## config.mk

```make
export PLATFORM = sky130hd
export DESIGN_NAME = pc_redirect_ctrl
export DESIGN_NICKNAME = d
export VERILOG_FILES = /design/src/rtl/pc_redirect_ctrl.sv
export SDC_FILE = /design/constraint.sdc
export NUM_CORES = 1
export LEC_CHECK = 0
export CAP_MARGIN = 5
export CORE_MARGIN = 2
export CORE_UTILIZATION = 50
export CTS_BUF_LIST = sky130_fd_sc_hd__clkbuf_8 sky130_fd_sc_hd__clkbuf_16
export DETAILED_ROUTE_END_ITERATION = 16
export PLACE_DENSITY = 0.87
export SETUP_SLACK_MARGIN = 0.02
export SLEW_MARGIN = 15
export SYNTH_ARGS = -nofsm -noshare
export SYNTH_HDL_FRONTEND = slang
export SYNTH_SLANG_ARGS = --single-unit
```

## constraint.sdc

```tcl
create_clock -name clock -period 4.55 [get_ports clock]
set_input_delay 0.91 -clock clock [delete_from_list [all_inputs] [get_ports clock]]
set_output_delay 0.91 -clock clock [all_outputs]
set_load 0.01 [all_outputs]
```

## src/rtl/pc_redirect_ctrl.sv

```systemverilog
// Next-PC sequencer: owns the fetch PC, resolves j/jal/jr/bne/blt/bex in decode,
// and squashes the wrong-path decode slots for FLUSH_CYCLES cycles after a redirect.
module pc_redirect_ctrl #(
  parameter logic [31:0] RESET_PC     = 32'h0000_0000,
  parameter int          FLUSH_CYCLES = 2
) (
  input  logic        clock,
  input  logic        reset,
  input  logic        stall,
  input  logic        dx_valid,
  input  logic [31:0] dx_insn,
  input  logic [31:0] dx_pc,
  input  logic        cmp_ne,
  input  logic        cmp_lt,
  input  logic        rstatus_nz,
  input  logic [31:0] jr_target,
  output logic [31:0] pc,
  output logic        squash,
  output logic        redirect,
  output logic        link_valid,
  output logic [31:0] link_pc
);

  typedef enum logic {RUN, FLUSH} state_t;

  localparam logic [4:0] OP_J   = 5'b00001;
  localparam logic [4:0] OP_BNE = 5'b00010;
  localparam logic [4:0] OP_JAL = 5'b00011;
  localparam logic [4:0] OP_JR  = 5'b00100;
  localparam logic [4:0] OP_BLT = 5'b00110;
  localparam logic [4:0] OP_BEX = 5'b10110;

  localparam logic [3:0] FLUSH_INIT = 4'(FLUSH_CYCLES);

  state_t      state;
  logic [3:0]  flush_cnt;
  logic [4:0]  opcode;
  logic [31:0] sx27;
  logic [31:0] sx17;
  logic [31:0] branch_target;
  logic        cond;
  logic        taken;
  logic        is_jal;
  logic [31:0] target;

  assign opcode        = dx_insn[31:27];
  assign sx27          = {{5{dx_insn[26]}}, dx_insn[26:0]};
  assign sx17          = {{15{dx_insn[16]}}, dx_insn[16:0]};
  assign branch_target = dx_pc + 32'd1 + sx17;
  assign is_jal        = (opcode == OP_JAL);
  assign taken         = dx_valid && cond;

  always_comb begin
    cond   = 1'b0;
    target = sx27;
    unique case (opcode)
      OP_J, OP_JAL: cond = 1'b1;
      OP_JR: begin
        cond   = 1'b1;
        target = jr_target;
      end
      OP_BNE: begin
        cond   = cmp_ne;
        target = branch_target;
      end
      OP_BLT: begin
        cond   = cmp_lt;
        target = branch_target;
      end
      OP_BEX:  cond = rstatus_nz;
      default: cond = 1'b0;
    endcase
  end

  // Stall freezes all architectural state; only the one-cycle pulses are cleared.
  always_ff @(posedge clock) begin
    if (reset) begin
      pc         <= RESET_PC;
      state      <= RUN;
      flush_cnt  <= 4'd0;
      squash     <= 1'b0;
      redirect   <= 1'b0;
      link_valid <= 1'b0;
      link_pc    <= 32'd0;
    end else if (stall) begin
      redirect   <= 1'b0;
      link_valid <= 1'b0;
    end else begin
      unique case (state)
        RUN: begin
          if (taken) begin
            pc         <= target;
            redirect   <= 1'b1;
            state      <= FLUSH;
            flush_cnt  <= FLUSH_INIT;
            squash     <= 1'b1;
            link_valid <= is_jal;
            if (is_jal) link_pc <= dx_pc + 32'd1;
          end else begin
            pc         <= pc + 32'd1;
            redirect   <= 1'b0;
            squash     <= 1'b0;
            link_valid <= 1'b0;
          end
        end
        FLUSH: begin
          pc         <= pc + 32'd1;
          redirect   <= 1'b0;
          link_valid <= 1'b0;
          flush_cnt  <= flush_cnt - 4'd1;
          // Last squashed slot: return to RUN so the next decode slot is live.
          if (flush_cnt == 4'd1) begin
            state  <= RUN;
            squash <= 1'b0;
          end else begin
            squash <= 1'b1;
          end
        end
        default: state <= RUN;
      endcase
    end
  end

endmodule

```

Word-level counts from Yosys, hierarchy flattened
Index checks and enable logic that the tools add are counted.
{"block": "totals", "register_bits": 71, "wordCells": 38, "inputBits": 103, "output_inout_bits": 67}
{"block": "classes", "reduce_logical": 6, "eq_ne": 8, "bitwise_logic": 2, "muxes": 12, "n_addsub": 4}
{"cell": "one-hot mux 32 bit (2 select lines)", "count": 2}
{"cell": "adder 32 x 1 -> 32 bit (second input constant)", "count": 2}
{"cell": "adder 32 bit", "count": 1}
{"cell": "two-way mux 32 bit", "count": 1}
{"cell": "equality test 5 x 2 -> 1 bit (second input constant)", "count": 2}
{"cell": "equality test 5 x 3 -> 1 bit (second input constant)", "count": 2}
{"cell": "one-hot mux 4 bit (2 select lines)", "count": 1}
{"cell": "one-hot mux 1 bit (2 select lines)", "count": 3}
{"cell": "equality test 5 x 1 -> 1 bit (second input constant)", "count": 1}
{"cell": "equality test 5 bit (second input constant)", "count": 1}
{"cell": "equality test 4 x 1 -> 1 bit (second input constant)", "count": 1}
{"cell": "two-way mux 4 bit", "count": 1}
{"cell": "one-hot mux 1 bit (4 select lines)", "count": 1}
{"cell": "AND reduction 4 bit", "count": 1}
{"cell": "OR reduction 2 bit", "count": 2}
{"cell": "subtractor 4 x 1 -> 4 bit (second input constant)", "count": 1}
{"cell": "two-way mux 1 bit", "count": 3}
{"cell": "OR reduction 3 bit", "count": 1}
{"cell": "inequality test 2 bit (second input constant)", "count": 1}
{"cell": "inverter 1 bit", "count": 2}
{"cell": "AND reduction 2 bit", "count": 1}
{"cell": "logical AND 1 bit", "count": 1}

Logic depth before layout (Yosys ltp)
Gate-level depths: netlist of run 1.
{"block": "depth", "word_depth": 6, "ltp_mapped": 16, "depth_no_buf": 16}

Worst setup path before layout of run 1
Ideal clock, no wire load.
{"block": "synth_path", "path_kind": "input-to-reg", "from": "in dx_pc[0]", "to": "reg pc[29]", "setup_time_ns": 0.062, "arrival_time_ns": 3.880, "n_path_buf": 1, "required_time_ns": 4.488, "setup_slack_ns": 0.608, "cell_stages": 16, "cell_sequence": "ha_1 nand2_1 or3_1 nor2_1 nand4_1 xnor2_1 ha_1 clkbuf_1 a21oi_1 o21ai_0 a21oi_1 nor2b_1 a31oi_1 a21oi_1 or4b_2 nand3_1"}
{"block": "synth_between", "elab_chain_len": 5}
{"item": "start, declared", "line": "12", "rtl": "input logic [31:0] dx_pc,"}
{"item": "adder 32 x 1 -> 32 bit", "line": "49", "rtl": "assign branch_target = dx_pc + 32'd1 + sx17;"}
{"item": "adder 32 bit", "line": "49"}
{"item": "one-hot mux 32 bit (2 select lines)", "line": "56", "rtl": "unique case (opcode)"}
{"item": "two-way mux 32 bit", "line": "91", "rtl": "if (taken) begin"}
{"item": "one-hot mux 32 bit (2 select lines)", "line": "89", "rtl": "unique case (state)"}
{"item": "end signal, assigned", "line": "92", "rtl": "pc <= target;"}
{"item": "end signal, assigned", "line": "100", "rtl": "pc <= pc + 32'd1;"}
{"item": "end signal, assigned", "line": "107", "rtl": "pc <= pc + 32'd1;"}
{"item": "end, declared", "line": "17", "rtl": "output logic [31:0] pc,"}
No other way between the ends.
A chain may end at the register's enable or synchronous reset.

Worst setup path in the final report of run 1
{"block": "layout_path", "from": "in dx_pc[6]", "to": "reg pc[29]"}
The elaborated chain is that of the path after synthesis.

==> run metrics, run 1 <==
Routability Congestion=1.01; Routed WL=21.4 mm; Starting Density=0.512; vias in the first global route=6,935; Post-DRT Antenna Nets=0; top_reg_cell synth=dfxtp_1; drc violations=0; maximum level of the CTS H-tree=3; synth unique cells=64; fin nets=1,225; vias=7,528; unrepaired setup endpoints after global routing=yes; crit path max fanout=5; Post-Syn Area per Cell=7.05 sq um; row count=40; Die X=115 um; Filler cells=925; GRT Util Overall=0.318; final slew viol count=0; Max IR drop VDD=0.000210 V; Seq/Total Area, Yosys=0.230; Max Cap Viol=0; post-synthesis cell area=0.00618 sq mm; crit start category=input port; Max-slew headroom=0.373; Mapped Nets=1,023; Ports=170; height of the die=115 um; CTS tree=built; worst endpoint required time=4.84 ns; #FFs+latches synth=71; PD cells=229 mW/mm^2; period utilization=0.959; first drt pass iteration count=7; post-synthesis cell count=877; hold_buf cts=0; Slew @ Worst Pin=0.937 ns; Seq. cell area=0.00142 sq mm; Yosys warning count=0; core area=0.0121 sq mm; Avg WL per Cell=17.1 um; FFs w/ async S/R, synth=0; via/cell ratio=6.01; layout cells sized above 1=0.0987; area post-placement=0.00841 sq mm; fmax=229 MHz; root buf cell=clkbuf_16; post-synth top area cell=dfxtp_1; setup violators final=0; CTS buffer count=9; leakage power=3.33 nW; Post-synth EDFFs=0; post-DP HPWL=16.1 mm; Worst Clk Skew=0.00723 ns; status=finished, final reports clean; initial antenna violation count=1; crit end category=register; Critical Path AT=4.66 ns; port bufs=169; grt ovf=0; critical setup path kind=input port to register; Worst-Skew Late Latency=0.35 ns; top cells by area, synth=dfxtp_1 (23%), ha_1 (8.5%), nor2_1 (7.8%), a21oi_1 (7.1%), nand2_1 (5.2%); min-delay worst type=register to register; Clk pin slew, worst setup/hold paths=0.06 ns; largest net degree at the start of global routing=68; post-route cell area=0.00879 sq mm; share of the synthesized area in the top cell type=0.230; Final Hold Violating Endpoints=0; die area=0.0133 sq mm; clock sink count=71; min cycle time layout=4.36 ns; Clock Tree Buf Depth=2; Tot Pwr=0.00201 W; Layout Utilization=0.729; DRT iter0 DRCs=999; Synth-to-Final Area Change=42.2%; first-pass GRT wire length=33.6 mm; multi-input logic area=0.00453 sq mm
## layout by cell type, fill, tap and decap left out, drive strengths merged, types with 5 or more instances in the layout
| master | instances |
|---|---|
| nor3 | 48 |
| a21oi | 88 |
| and3 | 12 |
| clkbuf | 11 |
| or3 | 15 |
| o211ai | 8 |
| nor2b | 10 |
| nand3 | 34 |
| dfxtp | 71 |
| xor2 | 19 |
| nor3b | 5 |
| a31oi | 12 |
| a21o | 12 |
| nand4 | 21 |
| a222oi | 9 |
| nand2b | 6 |
| ha | 42 |
| nor2 | 129 |
| clkdlybuf4s50 | 168 |
| o21ai | 45 |
| a221oi | 12 |
| a211oi | 8 |
| o22ai | 8 |
| buf | 73 |
| and4 | 5 |
| xnor2 | 33 |
| nand2 | 85 |
| a41oi | 5 |
| inv | 22 |
## worst max-delay path, stage by stage
cell and delay, ns:
clkdlybuf4s50_1 0.49, nand4_1 0.21, buf_4 0.20, or3_1 0.40, nor2_2 0.17, nand2_1 0.08
xnor2_1 0.15, ha_1 0.37, nand2_1 0.08, o21a_1 0.20, a21o_1 0.17, a21oi_2 0.22
a31oi_1 0.12, a21oi_1 0.20, or4b_2 0.60, nand3_1 0.08
## synth_stat cells (all sizes together), types with 6 or more instances
master and count:
nor2b 10, inv 20, nor3 48, xnor2 33
a21o 12, a222oi 9, xor2 19, o22ai 8
nand2 85, nand4 21, a211oi 8, ha 42
a21oi 88, o21ai 45, nand2b 6, or3 15
a221oi 12, nand3 34, nor2 129, o211ai 8
and3 12, a31oi 12, clkbuf 47, dfxtp 71
## registers in the layout, indices dropped and copies added, names as in the netlist
| signal | flops |
|---|---|
| flush_cnt | 4 |
| link_pc | 32 |
| link_valid | 1 |
| pc | 32 |
| redirect | 1 |
| state | 1 |
## per-stage QoR
step                hold WS [ns]  setup TNS, ns  instances  setup WS, ns
CTS                        0.460              0       1250         0.163
global route               0.481              0       1253       0.00863
detailed placement         0.452         -0.419       1234        -0.147
global placement           0.442        -0.0181       1234       -0.0117
finish                     0.461              0       1253         0.187
floorplan                  0.481              0        877         0.608
## kinds of logic (layout without fill, tap and decap cells)
logic type,count (synthesis),after routing,synth area share
compound gates,248,248,0.259
xor+xnor,52,52,0.0737
fa+ha+maj,43,43,0.0883
buf+inv,70,277,0.0437
flops,71,71,0.230
mux,4,4,0.00648
other cells,0,1,0
simple gates,389,389,0.299
## worst paths after layout
| check | startpoint | to | slack (ns) | cells past startpoint |
|---|---|---|---|---|
| worst max-delay path | dx_pc[6] | pc[29] | 0.19 | 16 |
| worst min-delay path | link_pc[11] | link_pc[11] | 0.46 | 2 |
| worst max register to register | pc[0] | pc[30] | 1.67 | 9 |
| worst min register to register | link_pc[11] | link_pc[11] | 0.46 | 2 |
## final cells by class
type                       count  share of cell area
clock inverter                 5             0.00826
tap                          168              0.0239
timing repair buffer         241               0.253
sequential                    71               0.162
inverter                      20             0.00854
antenna                        1            0.000285
multi-input combinational    736               0.515
clock buffer                  11              0.0288
## where the power goes
group	internal (W)	total [W]	leakage, nW	switching (W)
Sequential	0.000633	0.000647	0.573	0.0000145
Clock	0.000505	0.000775	0.168	0.000271
Combinational	0.000291	0.000591	2.59	0.000299
## per-layer routing
layer / GRT usage / up-vias / routed length, um
li1: - / 3620 / -
met1: 0.421 / 3475 / 9240
met2: 0.504 / 391 / 9960
met3: 0.0564 / 42 / 1700
met4: 0.145 / 0 / 541
met5: 0 / - / 0
## what timing repair did
item | in CTS | in global routing
setup endpoints to repair | 0 | 8
buffers inserted | 0 | 2
gates resized for setup | 0 | 11
Power figures use the tool's default switching activity.
==> run 2, diff against run 1 <==
--- a/config.mk
+++ b/config.mk
@@ -7,10 +7,10 @@
 export LEC_CHECK = 0
 export CAP_MARGIN = 5
 export CORE_MARGIN = 2
-export CORE_UTILIZATION = 50
+export CORE_UTILIZATION = 45
 export CTS_BUF_LIST = sky130_fd_sc_hd__clkbuf_8 sky130_fd_sc_hd__clkbuf_16
 export DETAILED_ROUTE_END_ITERATION = 16
-export PLACE_DENSITY = 0.87
+export PLACE_DENSITY = 0.8
 export SETUP_SLACK_MARGIN = 0.02
 export SLEW_MARGIN = 15
 export SYNTH_ARGS = -nofsm -noshare
==> run 2 against run 1 <==
- critical path depth did not move
- cell count rose by 2.5%
- clock skew barely moved
- utilization fell by 5.7 points
- count of clock-buffer cells in the layout fell by 1
- worst setup slack improved by 0.035 ns
- global-route usage fell by 3.5 points
- die area rose by 11%
- clock power fell by 7.4%
- via count fell by 0.72%
- non-clock buffer count rose by 24
- critical path type unchanged
- critical endpoint unchanged
==> run metrics, run 2 (synthesis results as in run 1) <==
status=finished, final reports clean; clock sink count=71; height of the die=121 um; leakage power=3.45 nW; min cycle time layout=4.33 ns; Die X=121 um; DRT iter0 DRCs=909; Starting Density=0.463; top sig layer=met4; initial antenna violation count=0; Diodes inserted=0; core area=0.0133 sq mm; Final Hold Violating Endpoints=0; port bufs=169; via/cell ratio=5.82; final hold slack=0.461 ns; grt ovf=0; crit path max fanout=4; Tot Pwr=0.00197 W; Ports=170; setup violators final=0; Layout Utilization=0.671; metal2 WL=9.15 mm; fmax=231 MHz; Slew @ Worst Pin=0.780 ns; layout cells sized above 1=0.120; period utilization=0.951; Clock Tree Buf Depth=2; Post-DRT Antenna Nets=0; CTS tree=built; Avg WL per Cell=16.4 um; r2r worst-path depth=8; first drt pass iteration count=7; Worst Clk Skew=0.00675 ns; Max IR drop VDD=0.000156 V; maximum level of the CTS H-tree=3; commonest non-fill, non-tap cell in the layout=clkdlybuf4s50_1; WHS Path Cells=2; drc violations=0; Max-slew headroom=0.480; vias in the first global route=6,708; most frequent cells in the layout=clkdlybuf4s50_1 (167), nor2_1 (128), buf_4 (96); Max Cap Viol=0; crit start category=input port; row count=42; min-delay worst type=register to register; Critical Path AT=4.62 ns; root buf cell=clkbuf_16; GRT Util Overall=0.283; Clk pin slew, worst setup/hold paths=0.06 ns; Worst-Skew Late Latency=0.35 ns; worst endpoint required time=4.84 ns; PD cells=220 mW/mm^2; critical setup path kind=input port to register; crit end category=register; vias=7,474; Routed WL=21.1 mm; post-DP HPWL=16.2 mm; die area=0.0147 sq mm; Regs by FF count=link_pc (32), pc (32), flush_cnt (4); first-pass GRT wire length=33.2 mm; Routability Congestion=0.927; largest net degree at the start of global routing=68; unrepaired setup endpoints after global routing=yes; fin nets=1,249; Filler cells=1,185; met3 wire length=1.63 mm; CTS buffer count=9; Synth-to-Final Area Change=45.0%; final slew viol count=0; met1 wire length=9.65 mm
## run 2: worst paths after layout
kind	startpoint	slack, ns	to
worst max-delay path	dx_pc[1]	0.22	pc[29]
worst min-delay path	link_pc[1]	0.46	link_pc[1]
worst max register to register	pc[10]	1.63	pc[29]
worst min register to register	link_pc[1]	0.46	link_pc[1]
## run 2: cell type report
type,count,area [sq um],area share
clock buffer,10,239,0.0267
clock inverter,6,60.1,0.00670
inverter,20,75.1,0.00838
multi-input combinational,736,4540,0.506
sequential,71,1420,0.159
tap,176,220,0.0246
timing repair buffer,265,2410,0.269
## run 2: layer usage
metal | track usage | vias up
li1 | - | 3672
met1 | 0.400 | 3422
met2 | 0.429 | 334
met3 | 0.0432 | 46
met4 | 0.114 | 0
met5 | 0 | -
## run 2: through the flow
step           instance area, sq um  TNS [ns]  std cells  setup WS [ns]
2_1_floorplan                  6180         0        877          0.608
3_3_place_gp                   8600    -0.288       1265        -0.0872
3_5_place_dp                   8600    -0.798       1265         -0.190
4_1_cts                        8890         0       1281          0.158
5_1_grt                        8960  -0.00588       1284       -0.00588
6_report                       8960         0       1284          0.221
## run 2: timing repair
item,4_1_cts,5_1_grt
gates resized for setup,0,13
hold buffers,0,0
buffers inserted,0,3
endpoints found under the setup margin,0,8
## run 2: critical path: stages
cell	delay, ns
clkdlybuf4s50_1	0.50
nand3_1	0.18
or3_4	0.44
buf_4	0.16
nor2_1	0.13
xor2_1	0.28
ha_1	0.24
nand4_1	0.13
o21bai_1	0.17
o221ai_1	0.13
o211a_1	0.16
a21oi_2	0.20
a31oi_1	0.11
a21oi_1	0.20
or4b_2	0.60
nand3_1	0.08
## run 2: report_power, final
part           internal, W  switching, W  total, W
clock             0.000436      0.000282  0.000718
sequential        0.000633     0.0000141  0.000647
combinational     0.000306      0.000298  0.000604
==> run 3, diff against run 2 <==
--- a/config.mk
+++ b/config.mk
@@ -10,6 +10,7 @@
 export CORE_UTILIZATION = 45
 export CTS_BUF_LIST = sky130_fd_sc_hd__clkbuf_8 sky130_fd_sc_hd__clkbuf_16
 export DETAILED_ROUTE_END_ITERATION = 16
+export GPL_TIMING_DRIVEN = 0
 export PLACE_DENSITY = 0.8
 export SETUP_SLACK_MARGIN = 0.02
 export SLEW_MARGIN = 15
==> run 3 against run 2 <==
- total power shrank 4.2%
- worst setup slack worse by 0.088 ns
- highest routed layer unchanged
- non-clock buffer count fell by 44
- cell count down 3.4%
- clock skew rose by 0.00099 ns
==> run metrics, run 3 (synthesis results as in run 1) <==
status=finished, final reports clean; Starting Density=0.463; worst r2r src=pc[0]; Filler cells=1,226; largest net degree at the start of global routing=22; period utilization=0.971; Flop pwr share=0.343; port bufs=167; maximum level of the CTS H-tree=3; Critical Path AT=4.71 ns; Routability Congestion=1.01; min-delay worst type=register to register; Max Cap Viol=0; GRT Util Overall=0.300; critical setup path kind=input port to register; die area=0.0147 sq mm; r2r endpoint=pc[30]; fin nets=1,205; Diodes inserted=0; height of the die=121 um; Regs by FF count=link_pc (32), pc (32), flush_cnt (4); Max IR drop VDD=0.000177 V; grt ovf=0; crit end category=register; clock sink count=71; Die X=121 um; Slew @ Worst Pin=1.18 ns; Worst-Skew Late Latency=0.35 ns; Final Hold Violating Endpoints=0; Switch Pwr=0.000607 W; setup violators final=0; Comb pwr share=0.296; via/cell ratio=6.02; core area=0.0133 sq mm; Post-DRT Antenna Nets=0; row count=42; initial antenna violation count=0; commonest non-fill, non-tap cell in the layout=clkdlybuf4s50_1; leakage power=3.14 nW; first-pass GRT wire length=34.6 mm; crit start category=input port; drc violations=0; Clock Tree Buf Depth=2; Crit. Startpoint=dx_pc[1]; hold_buf cts=0; min cycle time layout=4.42 ns; Clk pwr share=0.361; Routed WL=22.7 mm; first drt pass iteration count=6; fmax=226 MHz; Worst Clk Skew=0.00774 ns; unrepaired setup endpoints after global routing=yes; Synth-to-Final Area Change=38.2%; Ports=170; DRT iter0 DRCs=940; final slew viol count=0; most frequent cells in the layout=clkdlybuf4s50_1 (161), nor2_1 (128), nand2_1 (84); Pint=0.00128 W; r2r worst-path depth=9; CTS tree=built; PD cells=221 mW/mm^2; sw frac=0.322; worst endpoint required time=4.85 ns; post-DP HPWL=17.3 mm; Clk pin slew, worst setup/hold paths=0.06 ns; Max-slew headroom=0.210; Avg WL per Cell=18.3 um; CTS buffer count=9; vias=7,469; slack of the worst reg-to-reg path=1.66 ns; setup_tns=0 ns; crit path max fanout=6; root buf cell=clkbuf_16; layout cells sized above 1=0.0555; vias in the first global route=6,800; CP endpoint=pc[29]; Tot Pwr=0.00189 W
[run 3: cell types whose count changed in the layout (fill, tap and decap cells not counted), sizes merged, moves of 2 or more]
cell,previous run,this run
buf,97,11
clkbuf,10,54
clkdlybuf4s50,167,161
dlymetal6s2s,1,6
clkinvlp,2,0
[run 3: routing by layer]
layer	global-route usage	wire length, um	vias up
met5	0	0	-
met4	0.119	711	0
met3	0.0602	2160	56
met2	0.482	10400	398
met1	0.394	9430	3432
li1	-	-	3583
[run 3: power by group through the flow]
stage               sequential, W  combinational, W  clock, W
finish                   0.000646          0.000558  0.000682
global route             0.000648          0.000599  0.000707
CTS                      0.000646          0.000525  0.000681
detailed placement       0.000659          0.000519         0
global placement         0.000659          0.000512         0
floorplan                0.000660          0.000300         0
[run 3: area by class of cell]
cell class / count / area (sq um) / area share
Timing Repair Buffer: 175 / 1750 / 0.205
Tap cell: 176 / 220 / 0.0258
Inverter: 20 / 75.1 / 0.00879
Clock buffer: 11 / 253 / 0.0296
Sequential cell: 71 / 1420 / 0.166
Clock inverter: 5 / 23.8 / 0.00278
Multi-Input combinational cell: 736 / 4620 / 0.541
Buffer: 46 / 181 / 0.0212
[run 3: worst min path at each step]
stage                     cells after the start  slack [ns]          end   startpoint
after detailed placement                      2        0.45  link_pc[11]  link_pc[11]
final                                         2        0.46  link_pc[11]  link_pc[11]
after floorplan                               2        0.48  link_pc[11]  link_pc[11]
after global placement                        2        0.45  link_pc[11]  link_pc[11]
after global routing                          2        0.48   link_pc[1]   link_pc[1]
after CTS                                     2        0.46  link_pc[11]  link_pc[11]
[run 3: through the flow]
| stage | utilization | setup slack [ns] | instances | instance area (sq um) | hold slack (ns) |
|---|---|---|---|---|---|
| 3_5_place_dp | 0.605 | -0.531 | 1220 | 8070 | 0.451 |
| 6_report | 0.640 | 0.134 | 1240 | 8540 | 0.456 |
| 2_1_floorplan | - | 0.608 | 877 | 6180 | 0.481 |
| 3_3_place_gp | 0.605 | -0.440 | 1220 | 8070 | 0.445 |
| 4_1_cts | 0.627 | -0.0454 | 1236 | 8370 | 0.459 |
| 5_1_grt | 0.640 | -0.0618 | 1240 | 8540 | 0.482 |
[run 3: worst max-delay path, cell delays in order]
cell	delay, ns
clkdlybuf4s50_1	0.52
nand3_2	0.14
or3_4	0.45
or2_1	0.25
buf_6	0.14
nor3_2	0.22
xor2_1	0.23
buf_4	0.16
ha_1	0.18
a21oi_1	0.09
o21ai_1	0.13
a21oi_1	0.10
nor2b_1	0.20
a31oi_1	0.09
a21oi_2	0.20
or4b_2	0.60
nand3_1	0.08
[run 3: timing repair]
| item | 4_1_cts | 5_1_grt |
|---|---|---|
| resized for setup | 3 | 39 |
| pin swaps | 2 | 9 |
| endpoints found under the setup margin | 15 | 27 |
| setup buffers | 2 | 6 |
